### config.mk
export PLATFORM = sky130hd
export DESIGN_NAME = jkff_bist_ctrl_flat
export DESIGN_NICKNAME = d
export VERILOG_FILES = /design/src/rtl/jkff_bist_pkg.sv /design/src/rtl/jkff_bist_ctrl_if.sv /design/src/rtl/jkff_misr.sv /design/src/rtl/jkff_bist_ctrl.sv /design/src/flat_wrapper.sv
export SDC_FILE = /design/constraint.sdc
export NUM_CORES = 1
export LEC_CHECK = 0
export CAP_MARGIN = 5
export CORE_MARGIN = 8
export CORE_UTILIZATION = 54
export DETAILED_ROUTE_END_ITERATION = 7
export PLACE_DENSITY = 0.82
export SYNTH_ARGS = -nofsm -noshare
export SYNTH_HDL_FRONTEND = slang
export SYNTH_SLANG_ARGS = --single-unit
### constraint.sdc
create_clock -name clk -period 2.74 [get_ports clk]
set_input_delay 0.822 -clock clk [delete_from_list [all_inputs] [get_ports clk]]
set_output_delay 0.822 -clock clk [all_outputs]
set_load 0.02 [all_outputs]
### src/rtl/jkff_bist_pkg.sv
// -----------------------------------------------------------------------------
// jkff_bist_pkg
// Shared definitions for the JK flip-flop next-state BIST sequencer:
//   - state_e    : sequencer states (IDLE, DRIVE, CAPTURE, DONE)
//   - PAT_W      : width of a {j,k,q} stimulus pattern
//   - MISR_POLY  : feedback polynomial of the response compactor
//   - golden_y() : reference next-state equation y = (j & ~q) | (~k & q)
// No ports (package).
// -----------------------------------------------------------------------------
package jkff_bist_pkg;

  typedef enum logic [1:0] {
    IDLE    = 2'd0,
    DRIVE   = 2'd1,
    CAPTURE = 2'd2,
    DONE    = 2'd3
  } state_e;

  localparam int         PAT_W     = 3;
  localparam logic [7:0] MISR_POLY = 8'h1D;

  // Expected JK next state for pattern {j,k,q}.
  function automatic logic golden_y(input logic [PAT_W-1:0] pat);
    logic j, k, q;
    {j, k, q} = pat;
    return (j & ~q) | (~k & q);
  endfunction

endpackage

### src/rtl/jkff_bist_ctrl_if.sv
// -----------------------------------------------------------------------------
// jkff_bist_ctrl_if
// Harness-side control/status bundle of the BIST sequencer.
//   start, abort                    : harness -> sequencer
//   busy, done, pass                : run status
//   err_cnt[7:0]                    : saturating mismatch count
//   first_fail[2:0], first_fail_vld : {j,k,q} of the first mismatch
//   signature[SIG_W-1:0]            : MISR contents (0 when MISR not built)
// Modports: master = ATPG harness, slave = sequencer.
// -----------------------------------------------------------------------------
interface jkff_bist_ctrl_if #(
  parameter int SIG_W = 8
);
  logic             start;
  logic             abort;
  logic             busy;
  logic             done;
  logic             pass;
  logic [7:0]       err_cnt;
  logic [2:0]       first_fail;
  logic             first_fail_vld;
  logic [SIG_W-1:0] signature;

  modport master (
    output start, abort,
    input  busy, done, pass, err_cnt, first_fail, first_fail_vld, signature
  );

  modport slave (
    input  start, abort,
    output busy, done, pass, err_cnt, first_fail, first_fail_vld, signature
  );
endinterface

### src/rtl/jkff_misr.sv
// -----------------------------------------------------------------------------
// jkff_misr
// Serial-input multiple-input signature register compacting DUT responses.
//   clk, rst_n : clock, asynchronous active-low reset
//   clr        : seed the register to 0 (wins over en)
//   en         : shift in din this cycle
//   din        : response bit
//   sig[W-1:0] : current signature
// Update: sig <= (sig << 1) ^ (sig[W-1] ? POLY : 0) ^ din.
// Only instantiated when JKFF_BIST_MISR_EN is defined.
// -----------------------------------------------------------------------------
module jkff_misr
  import jkff_bist_pkg::*;
#(
  parameter int           W    = 8,
  parameter logic [W-1:0] POLY = MISR_POLY
) (
  input  logic         clk,
  input  logic         rst_n,
  input  logic         clr,
  input  logic         en,
  input  logic         din,
  output logic [W-1:0] sig
);

  logic [W-1:0] sig_q, sig_d;

  always_comb begin
    sig_d = sig_q;
    if (clr) begin
      sig_d = '0;
    end else if (en) begin
      sig_d = {sig_q[W-2:0], 1'b0} ^ (sig_q[W-1] ? POLY : '0) ^ {{(W-1){1'b0}}, din};
    end
  end

  always_ff @(posedge clk or negedge rst_n) begin
    if (!rst_n) sig_q <= '0;
    else        sig_q <= sig_d;
  end

  assign sig = sig_q;

endmodule

### src/rtl/jkff_bist_ctrl.sv
// -----------------------------------------------------------------------------
// jkff_bist_ctrl
// BIST sequencer for the combinational JK flip-flop next-state block.
// Sweeps all eight {j,k,q} patterns PASSES times, holds each pattern for
// SETTLE_CYCLES cycles, then samples dut_y for one CAPTURE cycle and compares
// it with the golden equation. Reports pass/fail, error count, first failing
// vector and (optionally) a MISR signature.
// Parameters: SETTLE_CYCLES (1..15), PASSES (1..16), SIG_W (8).
// Ports:
//   clk, rst_n          : clock, asynchronous active-low reset
//   bus (slave)         : start/abort in, status out (see jkff_bist_ctrl_if)
//   dut_j, dut_k, dut_q : registered stimulus to the DUT
//   dut_y               : DUT response
// Build option: define JKFF_BIST_MISR_EN to build the response MISR;
// otherwise signature is tied to 0.
// -----------------------------------------------------------------------------
module jkff_bist_ctrl
  import jkff_bist_pkg::*;
#(
  parameter int SETTLE_CYCLES = 1,
  parameter int PASSES        = 1,
  parameter int SIG_W         = 8
) (
  input  logic               clk,
  input  logic               rst_n,
  jkff_bist_ctrl_if.slave    bus,
  output logic               dut_j,
  output logic               dut_k,
  output logic               dut_q,
  input  logic               dut_y
);

  localparam logic [3:0] SETTLE_LOAD = 4'(SETTLE_CYCLES - 1);
  localparam logic [3:0] PASS_LAST   = 4'(PASSES - 1);

  state_e           state_q, state_d;
  logic [PAT_W-1:0] pat_q, pat_d;
  logic [PAT_W-1:0] dut_pat_q, dut_pat_d;
  logic [3:0]       pass_idx_q, pass_idx_d;
  logic [3:0]       settle_cnt_q, settle_cnt_d;
  logic             busy_q, busy_d;
  logic             done_q, done_d;
  logic             pass_q, pass_d;
  logic [7:0]       err_cnt_q, err_cnt_d;
  logic [PAT_W-1:0] first_fail_q, first_fail_d;
  logic             first_fail_vld_q, first_fail_vld_d;

  // A run starts only from IDLE/DONE, and abort always beats start.
  logic start_go;
  logic capture_en;
  logic mismatch;

  assign start_go   = bus.start && !bus.abort && (state_q == IDLE || state_q == DONE);
  assign capture_en = (state_q == CAPTURE) && !bus.abort;
  assign mismatch   = dut_y ^ golden_y(pat_q);

  always_comb begin
    // NOTE: every _d starts from its _q so no path through this block can infer a latch.
    state_d          = state_q;
    pat_d            = pat_q;
    dut_pat_d        = dut_pat_q;
    pass_idx_d       = pass_idx_q;
    settle_cnt_d     = settle_cnt_q;
    busy_d           = busy_q;
    done_d           = 1'b0;
    pass_d           = pass_q;
    err_cnt_d        = err_cnt_q;
    first_fail_d     = first_fail_q;
    first_fail_vld_d = first_fail_vld_q;

    unique case (state_q)
      IDLE, DONE: begin
        if (start_go) begin
          err_cnt_d        = '0;
          first_fail_d     = '0;
          first_fail_vld_d = 1'b0;
          pass_d           = 1'b0;
          pat_d            = '0;
          pass_idx_d       = '0;
          settle_cnt_d     = SETTLE_LOAD;
          dut_pat_d        = '0;
          busy_d           = 1'b1;
          state_d          = DRIVE;
        end else if (state_q == DONE) begin
          dut_pat_d = '0;
          state_d   = IDLE;
        end
      end

      DRIVE: begin
        if (settle_cnt_q == 4'd0) state_d = CAPTURE;
        else                      settle_cnt_d = settle_cnt_q - 4'd1;
      end

      CAPTURE: begin
        if (capture_en) begin
          if (mismatch) begin
            if (err_cnt_q != 8'hFF) err_cnt_d = err_cnt_q + 8'd1;
            if (!first_fail_vld_q) begin
              first_fail_d     = pat_q;
              first_fail_vld_d = 1'b1;
            end
          end
          if (pat_q == 3'd7 && pass_idx_q == PASS_LAST) begin
            busy_d  = 1'b0;
            done_d  = 1'b1;
            // err_cnt_d already includes this final capture.
            pass_d  = (err_cnt_d == 8'd0);
            state_d = DONE;
          end else begin
            pat_d        = pat_q + 3'd1;
            dut_pat_d    = pat_q + 3'd1;
            if (pat_q == 3'd7) pass_idx_d = pass_idx_q + 4'd1;
            settle_cnt_d = SETTLE_LOAD;
            state_d      = DRIVE;
          end
        end
      end

      default: state_d = IDLE;
    endcase

    // Abort: back to IDLE, status left with its partial values.
    if (bus.abort) begin
      state_d   = IDLE;
      busy_d    = 1'b0;
      done_d    = 1'b0;
      dut_pat_d = '0;
    end
  end

  always_ff @(posedge clk or negedge rst_n) begin
    if (!rst_n) begin
      state_q          <= IDLE;
      pat_q            <= '0;
      dut_pat_q        <= '0;
      pass_idx_q       <= '0;
      settle_cnt_q     <= '0;
      busy_q           <= 1'b0;
      done_q           <= 1'b0;
      pass_q           <= 1'b0;
      err_cnt_q        <= '0;
      first_fail_q     <= '0;
      first_fail_vld_q <= 1'b0;
    end else begin
      // NOTE: non-blocking assignments so every flop captures the pre-edge _d values.
      state_q          <= state_d;
      pat_q            <= pat_d;
      dut_pat_q        <= dut_pat_d;
      pass_idx_q       <= pass_idx_d;
      settle_cnt_q     <= settle_cnt_d;
      busy_q           <= busy_d;
      done_q           <= done_d;
      pass_q           <= pass_d;
      err_cnt_q        <= err_cnt_d;
      first_fail_q     <= first_fail_d;
      first_fail_vld_q <= first_fail_vld_d;
    end
  end

  assign {dut_j, dut_k, dut_q} = dut_pat_q;
  assign bus.busy              = busy_q;
  assign bus.done              = done_q;
  assign bus.pass              = pass_q;
  assign bus.err_cnt           = err_cnt_q;
  assign bus.first_fail        = first_fail_q;
  assign bus.first_fail_vld    = first_fail_vld_q;

`ifdef JKFF_BIST_MISR_EN
  jkff_misr #(
    .W    (SIG_W),
    .POLY (SIG_W'(MISR_POLY))
  ) u_misr (
    .clk   (clk),
    .rst_n (rst_n),
    .clr   (start_go),
    .en    (capture_en),
    .din   (dut_y),
    .sig   (bus.signature)
  );
`else
  assign bus.signature = {SIG_W{1'b0}};
`endif

endmodule
### src/flat_wrapper.sv
// flat-port wrapper written by rule: the top's interface ports become plain ports
module jkff_bist_ctrl_flat import jkff_bist_pkg::*;
#(
  parameter int SETTLE_CYCLES = 1,
  parameter int PASSES        = 1,
  parameter int SIG_W         = 8
)
  (clk, rst_n, dut_j, dut_k, dut_q, dut_y, bus_start, bus_abort, bus_busy, bus_done, bus_pass, bus_err_cnt, bus_first_fail, bus_first_fail_vld, bus_signature);
  jkff_bist_ctrl_if #(.SIG_W(SIG_W)) bus_i ();
  input  logic clk;
  input  logic rst_n;
  output logic dut_j;
  output logic dut_k;
  output logic dut_q;
  input  logic dut_y;
  input wire logic [$bits(bus_i.start)-1:0] bus_start;
  input wire logic [$bits(bus_i.abort)-1:0] bus_abort;
  output wire logic [$bits(bus_i.busy)-1:0] bus_busy;
  output wire logic [$bits(bus_i.done)-1:0] bus_done;
  output wire logic [$bits(bus_i.pass)-1:0] bus_pass;
  output wire logic [$bits(bus_i.err_cnt)-1:0] bus_err_cnt;
  output wire logic [$bits(bus_i.first_fail)-1:0] bus_first_fail;
  output wire logic [$bits(bus_i.first_fail_vld)-1:0] bus_first_fail_vld;
  output wire logic [$bits(bus_i.signature)-1:0] bus_signature;
  assign bus_i.start = bus_start;
  assign bus_i.abort = bus_abort;
  assign bus_busy = bus_i.busy;
  assign bus_done = bus_i.done;
  assign bus_pass = bus_i.pass;
  assign bus_err_cnt = bus_i.err_cnt;
  assign bus_first_fail = bus_i.first_fail;
  assign bus_first_fail_vld = bus_i.first_fail_vld;
  assign bus_signature = bus_i.signature;
  jkff_bist_ctrl #(.SETTLE_CYCLES(SETTLE_CYCLES), .PASSES(PASSES), .SIG_W(SIG_W)) u_core (.clk(clk), .rst_n(rst_n), .bus(bus_i), .dut_j(dut_j), .dut_k(dut_k), .dut_q(dut_q), .dut_y(dut_y));
endmodule
# Word-level counts from Yosys, hierarchy flattened

Index checks and enable logic that the tools add are counted.

$add $sub $neg: 4
Multiply operators: 0
Divide/modulo/power cells: 0
Magnitude comparators: 0
Eq/ne operators: 19
Shift-type cells: 0
Multiplexer cells: 51
Bitwise operators: 6
Reductions and logical operators: 23

Operators with widths:

| kind                  | number |
|---|---|
| $mux W8               | 6 |
| $mux W4               | 7 |
| $mux W3               | 9 |
| $reduce_and A4 Y1     | 6 |
| $pmux W3 S2           | 3 |
| $pmux W8 S2           | 1 |
| $mux W1               | 13 |
| $mux W2               | 6 |
| $pmux W4 S3           | 1 |
| $ne A2 B2 Y1 const B  | 5 |
| $reduce_and A5 Y1     | 2 |
| $ne A3 B2 Y1 const B  | 3 |
| $add A8 B1 Y8 const B | 1 |
| $logic_not A4 Y1      | 2 |
| $logic_not A8 Y1      | 1 |
| $ne A8 B8 Y1 const B  | 1 |
| $pmux W4 S2           | 1 |
| $ne A2 B1 Y1 const B  | 3 |
| $ne A3 B3 Y1 const B  | 2 |
| $pmux W1 S2           | 3 |
| $pmux W2 S3           | 1 |
| $reduce_and A3 Y1     | 2 |
| $add A4 B1 Y4 const B | 1 |
| $eq A2 B2 Y1 const B  | 2 |
| 16 further kinds      | 21 |

Register bits: 31
Latch bits: 0
Bits in writable memories: 0
Memory bits (read-only): 0
Bits of input ports: 5
Output and inout bits: 26
Word-level logic and storage cells: 114
Memories: 0

# Depth between registers and ports, before layout

Word-level depth: 11
Gate-level depth with buffers: 9
Mapped depth without buffers: 8

# Worst setup path before layout

No wires, ideal clock.

Kind: input to register
From: input port bus_abort
To: register u_core.pass_q (netlist: u_core.bus.pass)
Library setup time: 130 ps
Data arrival time: 1,836 ps
Required time: 2,610 ps
Path slack: 774 ps
Cell stages on the path: 7
Buffers on the path: 3
Cells stage by stage: buf_2 -> a21oi_1 -> o21ai_1 -> buf_4 -> buf_2 -> o21ai_0 -> o31ai_2

Cells in the longest elaborated chain, start to end: 5
Elaborated cells on any way between the ends: 7
Classes of those cells: eq/ne (2); reduce/logical (5)

Ends and longest elaborated chain:

| item                                 | RTL line                                   | RTL |
|---|---|---|
| start, declared                      | flat_wrapper.sv:17                         | `input wire logic [$bits(bus_i.abort)-1:0] bus_abort;` |
| $logic_not A1 Y1 *                   | jkff_bist_ctrl.sv:53, jkff_bist_ctrl.sv:54 |  |
| $logic_and A1 B1 Y1 (2 in series)    | jkff_bist_ctrl.sv:53                       | `assign start_go = bus.start && !bus.abort && (state_q == IDLE \|\| state_q == DONE);` |
| $ne A2 B1 Y1 (no source line)        | --                                         |  |
| $reduce_and A4 Y1 (no source line) * | --                                         |  |
| end signal, assigned                 | jkff_bist_ctrl.sv:154                      | `pass_q <= pass_d;` |
| end, declared                        | jkff_bist_ctrl.sv:43                       | `logic pass_q, pass_d;` |

Every way passes the cells marked *; elsewhere a longest branch is shown, timed or not.
A chain may end at the register's enable or synchronous reset.

# Worst setup path in the final report

From: register u_core.err_cnt_q[2] (netlist: u_core.bus.err_cnt[2])
To: output port bus_err_cnt[2]

RTL lines:

| item                   | RTL line              | RTL |
|---|---|---|
| start, declared        | jkff_bist_ctrl.sv:44  | `logic [7:0] err_cnt_q, err_cnt_d;` |
| start signal, assigned | jkff_bist_ctrl.sv:155 | `err_cnt_q <= err_cnt_d;` |
| end, declared          | flat_wrapper.sv:21    | `output wire logic [$bits(bus_i.err_cnt)-1:0] bus_err_cnt;` |

No word-level cell between the ends.

==> results.cfg <==
[clock_network]
cts_hold_buf = 0
cts_max_level = 2
cts_resized = 0
path_clk_slew_ns = 0.06
clk_latency_ns = 0.29
clkSinkCount = 31
clockBufferDepth = 2
cts_root_buf = clkbuf_8
cts_setup_buffers = 0
tritoncts = built
numCtsBuffers = 5

[finish]
design_area_um2 = 2360
nets = 262
seqCellArea_um2 = 776
antennaDiodeCount = 0
layout-drive-gt1-share = 0.133
fill_cells = 315
instances_no_fill = 297
syn_to_final_growth_pct = 17.6
multi_input_area_um2 = 1110

[critical_path]
path_depth = 1
path_cells = clkdlybuf4s50_1
crit_type = register to primary output
crit_start = u_core.bus.err_cnt[2]
critPathCaptureType = primary output
reg2regPathDepth = 7
r2r_slack_ns = 0.65
reg2reg_from = u_core.pat_q[0]
slowest_stage = clkdlybuf4s50_1
critPathMaxFanout = 10
path_buf_inv = 1
crit_end = bus_err_cnt[2]
cp_top_family = buffers and inverters
max_stage_delay_ns = 0.67
cp.arrival_ns = 1.46
r2r_end = u_core.pat_q[0]
cp.required_ns = 1.92
critPathLaunchType = register

[floorplanning]
core_area_um2 = 3630
dieArea_um2 = 5930
initial_core_util = 0.553
ioPinCount = 31
std_cell_rows = 22
dieWidth_um = 77
die_y_um = 77

[flow_run]
drv_cap = 0

[logic_synthesis]
synth_cell_type_count = 54
post_synth_instance_area_um2 = 2010
synth-seq-cells = 31
yosysSeqAreaShare = 0.386
synth_edf_count = 0
synth_cells = 221
ys.flop_type = dfrtp_1
syn_avg_cell_area_um2 = 9.09
ys_async_sr_fraction = 1.00
yosysWarnings = 0

[drt]
num_vias = 1665
viasPerCell = 5.61
drt-pass1-iter-count = 4
wirelength_mm = 4.36
remaining_drc_errors = 0
ant_nets = 0
wl_per_cell_um = 14.7
drt-initial-drc-count = 114

[power_and_ir_drop]
p_per_area_nw_per_um2 = 506
intPower_mw = 0.817
combinationalPowerShare = 0.241
seqPwrFrac = 0.422
p_switching_mw = 0.378
clockPowerShare = 0.337
peakVddDrop_mv = 0.266
leakagePower_nw = 1.00
switching_share = 0.316

[timing]
fmax_ghz = 0.439
hold_viol_final = 0
skew_ns = 0.00580
setup_viol_count_final = 0
final_max_slew_viol_count = 0
rsz0062_at_grt = false
holdWs_ns = 0.526
tns_ns = 0
min_period_ns = 2.28
fin_crit_sh = 0.832

[placed_design]
placed_cell_area_um2 = 2260
place.detailed.hpwl_mm = 3.21
gp_congestion = 0.808
placed_cells = 289
portBuffers = 22

[hold_path]
holdCritPathClass = register to register
worstHoldStart = u_core.bus.first_fail[0]

[grt]
grt_busiest_layer = met2
grt_util_met3 = 0.0478
track_usage = 0.155
grt_max_degree = 32
grt_util_met2 = 0.257
antenna_found_initial = 0
grt_pass1_vias = 1623
grtUsageMet1 = 0.178
grt_pass1_wl_mm = 7.57
grt_overflow = 0

[status]
outcome = finished, final reports clean
-- layer usage --
layer | vias up | share of wire | routed length, µm
li1 | 820 | - | -
met1 | 804 | 0.44 | 1920
met2 | 33 | 0.50 | 2160
met3 | 8 | 0.047 | 203
met4 | 0 | 0.018 | 80
met5 | - | 0 | 0
-- power by group through the flow --
| stage | clock network, mW | logic (mW) | registers [mW] |
|---|---|---|---|
| finish | 0.403 | 0.288 | 0.504 |
| global route | 0.427 | 0.318 | 0.507 |
| CTS | 0.405 | 0.288 | 0.505 |
| detailed placement | 0 | 0.286 | 0.513 |
| global placement | 0 | 0.274 | 0.511 |
| floorplan | 0 | 0.206 | 0.515 |
-- stage by stage --
stage          total power [mW]  setup slack, ns  utilization
2_1_floorplan             0.721            0.774            -
3_3_place_gp              0.786            0.227        0.623
3_5_place_dp              0.799            0.176        0.623
4_1_cts                    1.20            0.445        0.650
5_1_grt                    1.25            0.324        0.650
6_report                   1.20            0.460        0.650
-- flip-flops by register name, summed over array words and instances (netlist names) --
| name | count |
|---|---|
| u_core.bus.err_cnt | 8 |
| u_core.pat_q | 3 |
| u_core.pass_idx_q | 4 |
| u_core.state_q | 2 |
| u_core.bus.busy | 1 |
| u_core.bus.done | 1 |
| u_core.bus.first_fail_vld | 1 |
| u_core.settle_cnt_q | 4 |
| u_core.bus.first_fail | 3 |
| u_core.dut_pat_q | 3 |
| u_core.bus.pass | 1 |
-- worst min-delay path by stage --
stage	endpoint	slack, ns	depth (start not counted)
after global routing	u_core.dut_pat_q[1]	0.56	2
after detailed placement	u_core.bus.first_fail[0]	0.51	2
after CTS	u_core.bus.first_fail[0]	0.52	2
final	u_core.bus.first_fail[0]	0.53	2
after floorplan	u_core.state_q[1]	0.49	2
after global placement	u_core.bus.first_fail[1]	0.50	2
-- Yosys cell counts, types with 2 or more instances --
cell type | instances | area share
xnor2_1 | 2 | 0.0087
o22ai_1 | 2 | 0.0062
o21ai_0 | 8 | 0.020
nor3b_1 | 2 | 0.0075
nor2_1 | 25 | 0.047
nor3_1 | 3 | 0.0075
buf_4 | 11 | 0.041
a21oi_2 | 2 | 0.0087
a22oi_1 | 5 | 0.019
dfrtp_1 | 31 | 0.39
nand2_1 | 22 | 0.041
mux2_2 | 2 | 0.011
ha_1 | 9 | 0.056
nor4_1 | 2 | 0.0062
o21ai_1 | 15 | 0.037
a21oi_1 | 7 | 0.017
mux2i_1 | 8 | 0.040
buf_2 | 4 | 0.010
a22o_1 | 3 | 0.013
inv_1 | 9 | 0.017
nor2b_1 | 2 | 0.0062
and3_1 | 2 | 0.0062
clkinv_1 | 2 | 0.0037
o41ai_1 | 2 | 0.0087
or3_1 | 3 | 0.0093
a31oi_1 | 3 | 0.0093
nand3_1 | 7 | 0.017
a32oi_1 | 2 | 0.0087
-- cells by family (layout without fill, tap and decap cells) --
| group | Yosys count | after routing | share of synthesized area |
|---|---|---|---|
| buf+inv | 27 | 48 | 0.0735 |
| flops | 31 | 31 | 0.386 |
| simple gates | 85 | 85 | 0.234 |
| fa+ha+maj | 9 | 9 | 0.0560 |
| mux | 11 | 11 | 0.0585 |
| other cells | 1 | 8 | 0.00187 |
| compound gates | 55 | 55 | 0.182 |
| xor+xnor | 2 | 2 | 0.00872 |
-- cell usage in the layout (no fill, tap or decap), types with 3 or more instances in the layout --
cell type         n
clkbuf_8          7
nand2_1          22
mux2i_1           8
or3_1             3
a31oi_1           3
dfrtp_1          31
a22o_1            3
inv_1             9
nor2_1           25
clkdlybuf4s50_1  22
o21ai_0           8
nand3_1           7
conb_1            8
ha_1              9
a22oi_1           5
buf_4             7
nor3_1            3
a21oi_1           7
o21ai_1          15
-- cell type report --
| cell class | instances | share of cell area |
|---|---|---|
| clock buffer | 8 | 0.0424 |
| inverter | 11 | 0.0175 |
| multi-input combinational | 170 | 0.471 |
| sequential | 31 | 0.328 |
| tap | 48 | 0.0254 |
| timing repair buffer | 29 | 0.115 |
Note: power is estimated with default switching activity, not from simulation.
